`src/rtl/ebus_device_responder.sv`:
```
// ebus_device_responder: device-side EBUS responder (select, settle, xfer, turnaround).
// Define EBUS_PARITY_EN to add odd-parity check on latched words and parity on driven data.
module ebus_device_responder #(
  parameter logic [0:6]  DEVICE_ID  = 7'd4,
  parameter int unsigned XFER_DELAY = 2,
  parameter logic [0:17] CONO_MASK  = 18'o777777
) (
  input  logic        eboxClk,
  input  logic        eboxReset_n,
  input  logic [0:6]  EBUS_CS,
  input  logic [0:2]  EBUS_func,
  input  logic        EBUS_demand,
  input  logic [0:35] EBUS_in,
  input  logic [0:17] devStatus,
  input  logic [0:35] devDataIn,
`ifdef EBUS_PARITY_EN
  input  logic        EBUS_parity,
  output logic        respParity,
  output logic        parityErr,
`endif
  output logic [0:35] respEBUS,
  output logic        respDrivingEBUS,
  output logic        respXfer,
  output logic [0:17] conReg,
  output logic [0:35] dataOut,
  output logic        dataOutStrobe,
  output logic        dataInAck
);
  typedef enum logic [1:0] {IDLE, SETTLE, XFER, TURN} state_t;
  state_t      state_q, state_d;
  logic [3:0]  cnt_q, cnt_d;
  logic [1:0]  fn_q, fn_d;
  logic [0:35] resp_q, resp_d;
  logic        drv_q, drv_d;
  logic        xfer_q, xfer_d;
  logic [0:17] con_q, con_d;
  logic [0:35] dout_q, dout_d;
  logic        strobe_q, strobe_d;
  logic        ack_q, ack_d;
  logic [0:35] dev_word;
`ifdef EBUS_PARITY_EN
  logic        perr_q, perr_d;
  assign respParity = drv_q & ~^resp_q;
  assign parityErr  = perr_q;
`endif
  // fn_q[1] selects DATA vs CON, fn_q[0] marks an outbound (write) function
  assign dev_word = fn_q[1] ? devDataIn : {18'b0, devStatus};
  always_comb begin
    state_d  = state_q;
    cnt_d    = cnt_q;
    fn_d     = fn_q;
    resp_d   = resp_q;
    drv_d    = drv_q;
    xfer_d   = xfer_q;
    con_d    = con_q;
    dout_d   = dout_q;
    strobe_d = 1'b0;
    ack_d    = 1'b0;
`ifdef EBUS_PARITY_EN
    perr_d   = perr_q;
`endif
    case (state_q)
      IDLE:
        if (EBUS_demand && EBUS_CS == DEVICE_ID && !EBUS_func[0]) begin
          fn_d    = EBUS_func[1:2];
          cnt_d   = 4'(XFER_DELAY);
          drv_d   = ~EBUS_func[2];
          state_d = SETTLE;
        end
      SETTLE:
        if (!EBUS_demand) begin
          cnt_d   = 4'd0;
          drv_d   = 1'b0;
          resp_d  = '0;
          state_d = TURN;
        end else begin
          cnt_d  = cnt_q - 4'd1;
          resp_d = fn_q[0] ? resp_q : dev_word;
          if (cnt_q == 4'd1) begin
            xfer_d   = 1'b1;
            state_d  = XFER;
            con_d    = (fn_q == 2'b01) ? ((con_q & ~CONO_MASK) | (EBUS_in[18:35] & CONO_MASK)) : con_q;
            dout_d   = (fn_q == 2'b11) ? EBUS_in : dout_q;
            strobe_d = (fn_q == 2'b11);
`ifdef EBUS_PARITY_EN
            if (fn_q[0])
              perr_d = ~(^EBUS_in ^ EBUS_parity) | (perr_q & ~(!fn_q[1] && EBUS_in[18]));
`endif
          end
        end
      XFER:
        if (!EBUS_demand) begin
          xfer_d  = 1'b0;
          drv_d   = 1'b0;
          resp_d  = '0;
          ack_d   = (fn_q == 2'b10);
          state_d = TURN;
        end
      TURN: state_d = IDLE;
    endcase
  end
  always_ff @(posedge eboxClk or negedge eboxReset_n)
    if (!eboxReset_n) begin
      state_q  <= IDLE;
      cnt_q    <= '0;
      fn_q     <= '0;
      resp_q   <= '0;
      drv_q    <= 1'b0;
      xfer_q   <= 1'b0;
      con_q    <= '0;
      dout_q   <= '0;
      strobe_q <= 1'b0;
      ack_q    <= 1'b0;
`ifdef EBUS_PARITY_EN
      perr_q   <= 1'b0;
`endif
    end else begin
      state_q  <= state_d;
      cnt_q    <= cnt_d;
      fn_q     <= fn_d;
      resp_q   <= resp_d;
      drv_q    <= drv_d;
      xfer_q   <= xfer_d;
      con_q    <= con_d;
      dout_q   <= dout_d;
      strobe_q <= strobe_d;
      ack_q    <= ack_d;
`ifdef EBUS_PARITY_EN
      perr_q   <= perr_d;
`endif
    end
  assign respEBUS        = resp_q;
  assign respDrivingEBUS = drv_q;
  assign respXfer        = xfer_q;
  assign conReg          = con_q;
  assign dataOut         = dout_q;
  assign dataOutStrobe   = strobe_q;
  assign dataInAck       = ack_q;
endmodule

```
`config.mk`:
```
export PLATFORM = sky130hd
export DESIGN_NAME = ebus_device_responder
export DESIGN_NICKNAME = d
export VERILOG_FILES = /design/src/rtl/ebus_device_responder.sv
export SDC_FILE = /design/constraint.sdc
export NUM_CORES = 1
export LEC_CHECK = 0
export ABC_AREA = 1
export CAP_MARGIN = 30
export CELL_PAD_IN_SITES_DETAIL_PLACEMENT = 1
export CELL_PAD_IN_SITES_GLOBAL_PLACEMENT = 2
export CORE_UTILIZATION = 26
export CTS_BUF_LIST = sky130_fd_sc_hd__clkbuf_8
export DETAILED_ROUTE_END_ITERATION = 6
export PLACE_DENSITY = 0.92
export SETUP_SLACK_MARGIN = 0.5
export SYNTH_ARGS = -nofsm -noshare
export SYNTH_HDL_FRONTEND = slang
export SYNTH_SLANG_ARGS = --single-unit
```
`constraint.sdc`:
```
create_clock -name eboxClk -period 2.88 [get_ports eboxClk]
set_input_delay 0.864 -clock eboxClk [delete_from_list [all_inputs] [get_ports eboxClk]]
set_output_delay 0.864 -clock eboxClk [all_outputs]
set_load 0.01 [all_outputs]
```
==> results of run 1 <==
-- metrics by stage --
step / setup WS, ns / power [W] / hold slack (ns) / instances
2_1_floorplan: 1.12 / 0.00301 / 0.442 / 540
3_3_place_gp: 0.378 / 0.00400 / 0.454 / 947
3_5_place_dp: 0.328 / 0.00408 / 0.462 / 947
4_1_cts: 0.655 / 0.00507 / 0.415 / 963
5_1_grt: 0.616 / 0.00537 / 0.423 / 963
6_report: 0.679 / 0.00497 / 0.411 / 963
-- layer usage --
layer  track usage, %  vias to the layer above  routed length, microns
met5                0                        -                       0
met4             5.43                        0                     204
met3             4.84                       14                    1080
met2             28.7                      150                    6860
met1             19.5                     2035                    6100
li1                 -                     2045                       -
-- synthesized netlist by cell type, drive strengths merged --
cell    count
clkinv      2
nor3        1
nand2     266
inv        39
or2         1
a21oi      15
nor2       21
clkbuf      2
nor4        1
nand3      29
dfrtp     102
nand4       1
o211ai      1
buf        19
xor2        1
o21ai      33
ha          6
-- flip-flops by register name (all words and copies together) (netlist names) --
register and count:
respXfer 1, fn_q 2, respDrivingEBUS 1, dataOutStrobe 1
conReg 18, cnt_q 4, dataInAck 1, respEBUS 36
state_q 2, dataOut 36
-- cells by family (layout without fill, tap and decap cells) --
family | count (synthesis) | count (layout) | synth area share [%]
AND/OR/NAND/NOR | 320 | 320 | 28.6
buffers and inverters | 62 | 260 | 6.96
flip-flops | 102 | 102 | 56.1
XOR/XNOR | 1 | 1 | 0.193
AO/OA/AOI/OAI | 49 | 49 | 6.52
adder cells (fa/ha/maj) | 6 | 6 | 1.65
-- worst register-to-register path: stages, from the launching register on --
cell      delay (ns)
dfrtp_1         0.43
inv_1           0.13
ha_1            0.32
nand2_1         0.11
clkinv_2        0.09
nand2_4         0.07
nor2_2          0.12
nand2_4         0.07
buf_4           0.27
nand2_1         0.13
nand2_1         0.07
-- layout make-up --
cell class / count / share of cell area [%]
flip-flops and latches: 102 / 36.8
clock inverters: 7 / 1.17
well taps: 225 / 4.06
clock buffers: 9 / 1.79
multi-input cells: 376 / 24.3
inverters: 41 / 2.31
repair buffers: 203 / 29.6
-- power breakdown --
part | total [W] | internal (W) | switching (W)
Sequential | 0.00194 | 0.00174 | 0.000195
Combinational | 0.00208 | 0.000950 | 0.00113
Clock | 0.000950 | 0.000412 | 0.000538
Total | 0.00497 | 0.00311 | 0.00186
-- final timing paths --
check,end,slack [ns]
worst max-delay path,respEBUS[2],0.68
worst max register to register,dataOut[1]$_DFFE_PN0P_,0.95
max in group asynchronous,state_q[1]$_DFFE_PN0P_,1.73
worst min-delay path,dataOut[0]$_DFFE_PN0P_,0.41
min in group eboxClk,respEBUS[0]$_DFFE_PN0P_,0.48
worst min register to register,respEBUS[0]$_DFFE_PN0P_,0.48
==> out/results.tsv, run 1 <==
metric	value	unit
reg2reg start	state_q[1]$_DFFE_PN0P_	
RSZ-0062 raised after global routing	false	
clock skew	0.0102	ns
Worst Path Required	2.02	ns
DRT antenna net count	0	
Mapped Cells	540	
io pins	197	
crit-path leading delay family	buffers and inverters	
# port buffers	196	
clk root buf	clkbuf_8	
WL final	14300	microns
Max Transition Viols Final	0	
setup TNS	0	ns
CP Buf/Inv Count	1	
startpoint types	flop	
chip height	134	microns
Fmax	454	MHz
nets	842	
most common cell after layout, fill and taps aside	nand2_1	
number of CTS-inserted buffers	9	
CTS HTree Levels	3	
fin crit share	76.4	%
clk buf depth	2	
first-pass GRT wire length	23200	microns
DR iter-0 viols	207	
PwrDens	717	nW/um^2
WP depth	1	
Avg WL per Cell	14.8	microns
die width	134	microns
num rows	48	
clk slew on worst S/H paths	0.10	ns
leakage power	3.39	nW
GR Util All Layers	16.5	%
CTS tree	done	
Finished Cell Area	6930	sq um
Cell Area, Synth	4550	sq um
Synth Warn #	0	
post-CTS sizing	0	
# clock sinks	102	
HP Class	in2async	
Filler Cell Count	2028	
initial antenna violation count	0	
syn_nets	649	
Via density	4.41	
Slowest cell on crit path	clkdlybuf4s50_1	
Critical Path AT	1.34	ns
vias	4244	
Max stage delay on crit path	0.60	ns
syn_area_per_cell	8.43	sq um
Cell variety after synth	28	
core area	17200	sq um
post-layout minimum cycle time	2.20	ns
Yosys top cell area share	56.1	%
First-pass DRT Iterations	6	
Worst Path Max Fanout	2	
Core Util, Final	40.3	%
DRC	0	
worst-path cell chain	clkdlybuf4s50_1	
HPWL Detailed	10700	microns
sequential area share after synthesis	56.1	%
share of layout cells above drive strength 1	6.64	%
Yosys top cell by area	dfrtp_1	
worst-margin pin slew	0.767	ns
Max Cap Viol	0	
most frequent cells in the layout	nand2_1, clkdlybuf4s50_1, dfrtp_1, inv_1, nand3_1	
Reg2Reg Depth	10	
CTS hold repair buffers	0	
vias in the first global route	4566	
n_diodes	0	
# setup viols final	0	
kind of critical path	reg2out	
status	finished, final reports clean	
later-pin clock latency in the skew report	0.38	ns
max-slew headroom at the worst pin	48.8	%
Placed Area	6730	sq um
Max VDD drop	0.352	mV
Synth-to-Final Area Change	52.3	%
post-synthesis register bit count	102	
initial core utilization	26.5	%
start point of the critical path	respEBUS[2]$_DFFE_PN0P_	
gp weighted congestion	0.814	
setup repair bufs after CTS	0	
area occupied by multi-input gates	1680	sq um
final hold violations	0	
ranking of synthesized cells by area	dfrtp_1, nand2_1, nand3_1, inv_1, o21ai_2	
total congestion overflow	0	
register area	2550	sq um
die area	18000	sq um
element type at the critical path end	primary output	
largest net degree at the start of global routing	47	
Note: power is estimated with default switching activity, not from simulation.
==> run 2: changes to the inputs <==
CORE_UTILIZATION = 22   (was 26)
PLACE_DENSITY = 0.83   (was 0.92)
clock period = 1.8 ns   (was 2.88 ns; I/O delays follow)
==> run 2 against run 1 <==
Net effect: first-iteration DRC count fell by 58%; clock-buffer cell count is 2 higher; non-clock buffer count grew 123.
==> out/results.tsv, run 2 (synthesis gave the netlist of run 1 again) <==
metric	value	unit	change
RSZ-0062 raised after global routing	true		
Worst Slack Setup Final	0.219	ns	-0.460 ns
total congestion overflow	0		unchanged
vias	4680		+10%
worst reg2reg path endpoint	conReg[0]$_DFFE_PN0P_		
NetSw	0.00360	W	+94%
CTS tree	done		
die width	146	microns	+8.6%
share of layout cells above drive strength 1	36.9	%	+30 points
Max Cap Viol	0		unchanged
Worst Path Required	2.09	ns	+0.07 ns
startpoint types	flop		
element type at the critical path end	flop		
Core Util, Final	41.0	%	+0.65 points
DRT antenna net count	0		unchanged
n_diodes	0		unchanged
reg2reg start	state_q[1]$_DFFE_PN0P_		
total power	0.00971	W	+95%
Pint	0.00610	W	+96%
post-layout minimum cycle time	1.58	ns	
clk buf depth	2		unchanged
HP Class	in2async		
WL final	17100	microns	+20%
Max Transition Viols Final	0		unchanged
Fmax	633	MHz	
PwrDens	1170	nW/um^2	+63%
Critical Path AT	1.87	ns	+0.53 ns
Max VDD drop	0.441	mV	+25%
GR Util All Layers	15.4	%	-1.1 points
worst-margin pin slew	0.390	ns	-0.377 ns
Filler Cell Count	2352		+16%
most frequent cells in the layout	nand2_1, dfrtp_1, buf_4, clkdlybuf4s50_1, buf_2		
final hold violations	0		unchanged
Worst Path Max Fanout	4		+2
# setup viols final	0		unchanged
Reg2Reg Depth	10		unchanged
gp weighted congestion	0.752		-7.6%
# port buffers	196		unchanged
max-slew headroom at the worst pin	74.0	%	+25 points
die area	21300	sq um	+18%
number of CTS-inserted buffers	9		unchanged
Synth-to-Final Area Change	82.3	%	
clk slew on worst S/H paths	0.11	ns	about the same
nets	965		+15%
largest net degree at the start of global routing	41		-13%
status	finished, final reports clean		
clk root buf	clkbuf_8		
combinational share of power	51.5	%	+9.7 points
DP Worst Slack	-0.343	ns	-0.671 ns
later-pin clock latency in the skew report	0.39	ns	about the same
most common cell after layout, fill and taps aside	nand2_1		
leakage power	4.35	nW	+28%
Clock power frac	16.3	%	-2.8 points
initial antenna violation count	0		unchanged
HPWL Detailed	10800	microns	+0.39%
chip height	146	microns	+8.6%
DRC	0		unchanged
fin crit share	87.8	%	
# clock sinks	102		unchanged
R2R Setup Slk	0.22	ns	-0.73 ns
CTS HTree Levels	3		unchanged
First-pass DRT Iterations	4		-2
sequential power share	32.1	%	-6.9 points
io pins	197		unchanged
WHS	0.0692	ns	-0.342 ns
vias in the first global route	4808		+5.3%
clock skew	0.0197	ns	+0.00944 ns
Via density	4.14		-6.1%
Avg WL per Cell	15.1	microns	+2.1%
Switching Share	37.1	%	-0.36 points
kind of critical path	reg2reg		
core area	20200	sq um	+18%
initial core utilization	22.5	%	-4.0 points
first-pass GRT wire length	25800	microns	+11%
DR iter-0 viols	87		-58%
num rows	52		+8.3%
[run 2: cell count changes in the layout (fill, tap and decap cells not counted), moves of 6 or more]
cell,before,now
buf_6,0,45
nand3_2,0,13
clkdlybuf4s50_1,195,94
o21ai_0,15,8
dlygate4sd2_1,0,6
buf_12,3,13
nand3_1,29,14
nand2_1,263,250
nand2_4,2,9
buf_4,5,100
buf_2,0,58
[run 2: worst max-delay path: stages, from the launching register on]
cell       delay [ns]
dfrtp_1          0.42
inv_2            0.09
ha_4             0.15
nand2_4          0.05
clkinv_4         0.06
nand2_8          0.06
nor3_4           0.18
buf_6            0.15
buf_6            0.12
clkbuf_16        0.14
o21ai_2          0.05
[run 2: what timing repair did]
| item | in CTS | in global routing |
|---|---|---|
| endpoints found under the setup margin | 195 | 196 |
| gates cloned | 4 | 6 |
| hold buffers | 0 | 0 |
| buffers inserted | 48 | 47 |
| resized for setup | 451 | 58 |
| pin swaps | 9 | 16 |
[run 2: how the worst max path moves through the flow]
| stage | startpoint | to | slack [ns] |
|---|---|---|---|
| final | state_q[1]$_DFFE_PN0P_ | conReg[0]$_DFFE_PN0P_ | 0.22 |
| after global routing | state_q[1]$_DFFE_PN0P_ | conReg[0]$_DFFE_PN0P_ | 0.12 |
| after CTS | state_q[1]$_DFFE_PN0P_ | conReg[0]$_DFFE_PN0P_ | 0.20 |
| after detailed placement | EBUS_demand | cnt_q[0]$_DFFE_PN0P_ | -0.34 |
| after global placement | EBUS_demand | cnt_q[1]$_DFFE_PN0P_ | -0.31 |
| after floorplan | state_q[1]$_DFFE_PN0P_ | respEBUS[21]$_DFFE_PN0P_ | 0.29 |
[run 2: area by class of cell]
| type | count | area, sq um | area share, % |
|---|---|---|---|
| Multi-Input combinational cell | 376 | 1990 | 23.9 |
| Tap cell | 270 | 338 | 4.07 |
| Timing Repair Buffer | 326 | 3040 | 36.7 |
| Clock buffer | 11 | 151 | 1.82 |
| Clock inverter | 5 | 56.3 | 0.679 |
| Inverter | 41 | 169 | 2.04 |
| Sequential cell | 102 | 2550 | 30.8 |
[run 2: per-layer routing]
| layer | vias up | wire length [microns] | track usage (%) | part of all wire, % |
|---|---|---|---|---|
| li1 | 2292 | - | - | - |
| met1 | 2213 | 7400 | 19.7 | 43 |
| met2 | 155 | 8370 | 25.1 | 49 |
| met3 | 20 | 1030 | 4.08 | 6.0 |
| met4 | 0 | 291 | 5.32 | 1.7 |
| met5 | - | 0 | 0 | 0 |
[run 2: power by group through the flow]
stage                     Sequential (W)  Combinational [W]  Clock [W]
after CTS                        0.00310            0.00424    0.00164
final                            0.00312            0.00500    0.00159
after detailed placement         0.00313            0.00376          0
after global placement           0.00314            0.00369          0
after global routing             0.00317            0.00544    0.00173
after floorplan                  0.00330            0.00163          0
[run 2: through the flow]
| step | instance area (sq um) | TNS (ns) | std cells |
|---|---|---|---|
| 3_5_place_dp | 7070 | -22.90 | 1010 |
| 5_1_grt | 8300 | 0 | 1131 |
| 3_3_place_gp | 7070 | -18.71 | 1010 |
| 2_1_floorplan | 4610 | 0 | 540 |
| 6_report | 8300 | 0 | 1131 |
| 4_1_cts | 7570 | 0 | 1078 |
==> run 3: changes to the inputs <==
PLACE_DENSITY = default   (was 0.83)
PLACE_DENSITY_LB_ADDON = 0.1   (was default)
SLEW_MARGIN = 25   (was default)
==> run 3 against run 2 <==
Net effect: die area unchanged; design area down 3.0%; sequential cell count stayed put; worst setup slack better by 0.019 ns; register-to-register slack better by 0.02 ns; combinational power shrank 16%; non-clock buffer count shrank 40.
==> out/results.tsv, run 3 (synthesis gave the netlist of run 1 again) <==
metric	value	unit	change
n_diodes	0		unchanged
clk root buf	clkbuf_8		
RSZ-0062 raised after global routing	true		
Worst Path Max Fanout	8		+4
kind of critical path	reg2reg		
largest net degree at the start of global routing	28		-32%
initial antenna violation count	0		unchanged
io pins	197		unchanged
worst-margin pin slew	0.326	ns	-0.0635 ns
num rows	52		unchanged
core area	20200	sq um	unchanged
First-pass DRT Iterations	4		unchanged
most frequent cells in the layout	nand2_1, dfrtp_1, clkdlybuf4s50_1, buf_4, buf_2		
initial core utilization	22.5	%	unchanged
later-pin clock latency in the skew report	0.38	ns	about the same
Critical Path AT	1.84	ns	-0.03 ns
Synth-to-Final Area Change	76.8	%	
met3 WL	1130	microns	+9.4%
DR iter-0 viols	114		+31%
Fmax	640	MHz	+1.2%
startpoint types	flop		
# clock sinks	102		unchanged
R2R Setup Slk	0.24	ns	+0.02 ns
gp weighted congestion	0.720		-4.4%
nets	925		-4.1%
HP Class	in2async		
WL met1	7110	microns	-3.9%
worst reg2reg path endpoint	dataOut[18]$_DFFE_PN0P_		
reg2reg start	state_q[0]$_DFFE_PN0P_		
Max VDD drop	0.601	mV	+36%
# setup viols final	0		unchanged
clk slew on worst S/H paths	0.12	ns	about the same
CTS HTree Levels	3		unchanged
met2 routed WL	8030	microns	-4.2%
post-layout minimum cycle time	1.56	ns	-0.0192 ns
vias in the first global route	4748		-1.2%
first-pass GRT wire length	25500	microns	-1.5%
Avg WL per Cell	15.3	microns	+1.2%
max layer used	met4		
vias	4506		-3.7%
share of layout cells above drive strength 1	37.1	%	+0.22 points
Max stage delay on crit path	0.46	ns	+0.04 ns
die area	21300	sq um	unchanged
Finished Cell Area	8040	sq um	-3.0%
Max Cap Viol	0		unchanged
die width	146	microns	unchanged
fin crit share	86.8	%	-1.1 points
clk buf depth	2		unchanged
Placed Area	7040	sq um	-0.42%
Max Transition Viols Final	0		unchanged
worst-path cell chain	ha_4, nand2_4, clkinv_4, nand2_8, nor2_4, nand2_4, clkinv_8, buf_12, nand2_1, nand2_1		
leakage power	4.23	nW	-2.8%
number of CTS-inserted buffers	9		unchanged
Reg2Reg Depth	10		unchanged
GR Util All Layers	15.3	%	-0.17 points
Worst Path Required	2.08	ns	about the same
final hold violations	0		unchanged
setup TNS	0	ns	unchanged
total congestion overflow	0		unchanged
status	finished, final reports clean		
CTS tree	done		
HPWL Detailed	11400	microns	+5.9%
crit-path leading delay family	flip-flops		
max-slew headroom at the worst pin	78.3	%	+4.2 points
PwrDens	1090	nW/um^2	-6.9%
WL final	16700	microns	-2.4%
DRC	0		unchanged
chip height	146	microns	unchanged
CP Buf/Inv Count	3		-2
element type at the critical path end	flop		
Slowest cell on crit path	dfrtp_2		
Via density	4.13		-0.19%
# port buffers	196		unchanged
clock skew	0.0127	ns	-0.00698 ns
DRT antenna net count	0		unchanged
most common cell after layout, fill and taps aside	nand2_1		
-- run 3: changes by cell type in the layout (fill, tap and decap cells not counted), sizes merged --
cell / delta
clkdlybuf4s15: +1
buf: -40
clkinvlp: +1
bufinv: -1
inv: +2
clkbuf: -3
-- run 3: power by group --
group | internal [W] | total, W | switching (W)
Combinational | 0.00204 | 0.00420 | 0.00215
Sequential | 0.00280 | 0.00314 | 0.000345
Clock | 0.000524 | 0.00143 | 0.000902
Total | 0.00536 | 0.00876 | 0.00340
-- run 3: what timing repair did --
item	CTS	global route
hold buffers	0	0
pin swaps	12	12
gates resized for setup	451	104
endpoints found under the setup margin	195	195
setup buffers	34	27
cloned	2	6
-- run 3: through the flow --
step	hold slack, ns	setup slack [ns]	utilization, %	power, W	cells
floorplan	0.244	0.288	-	0.00493	540
global placement	0.453	-0.346	34.8	0.00678	1006
detailed placement	0.462	-0.349	34.8	0.00685	1006
CTS	0.0168	0.238	36.2	0.00862	1058
global route	0.0245	0.134	39.8	0.00943	1091
finish	0.0314	0.238	39.8	0.00876	1091
-- run 3: area by class of cell --
cell class	count	area, sq um
sequential	102	2550
tap	270	338
multi-input combinational	376	2060
clock buffer	9	124
clock inverter	7	57.6
fill	2356	12200
inverter	41	171
timing repair buffer	286	2740
-- run 3: worst max-delay path by stage --
stage | end | from | cells past startpoint
6_report | dataOut[18]$_DFFE_PN0P_ | state_q[0]$_DFFE_PN0P_ | 10
5_1_grt | dataOut[18]$_DFFE_PN0P_ | state_q[1]$_DFFE_PN0P_ | 11
4_1_cts | conReg[17]$_DFFE_PN0P_ | state_q[1]$_DFFE_PN0P_ | 9
3_5_place_dp | cnt_q[0]$_DFFE_PN0P_ | EBUS_demand | 8
3_3_place_gp | cnt_q[1]$_DFFE_PN0P_ | EBUS_demand | 8
2_1_floorplan | respEBUS[21]$_DFFE_PN0P_ | state_q[1]$_DFFE_PN0P_ | 11
-- run 3: metal layers --
metal,GRT usage (%),vias up
met5,0,-
met4,6.26,0
met3,4.26,22
met2,25.3,133
met1,18.6,2141
li1,-,2210
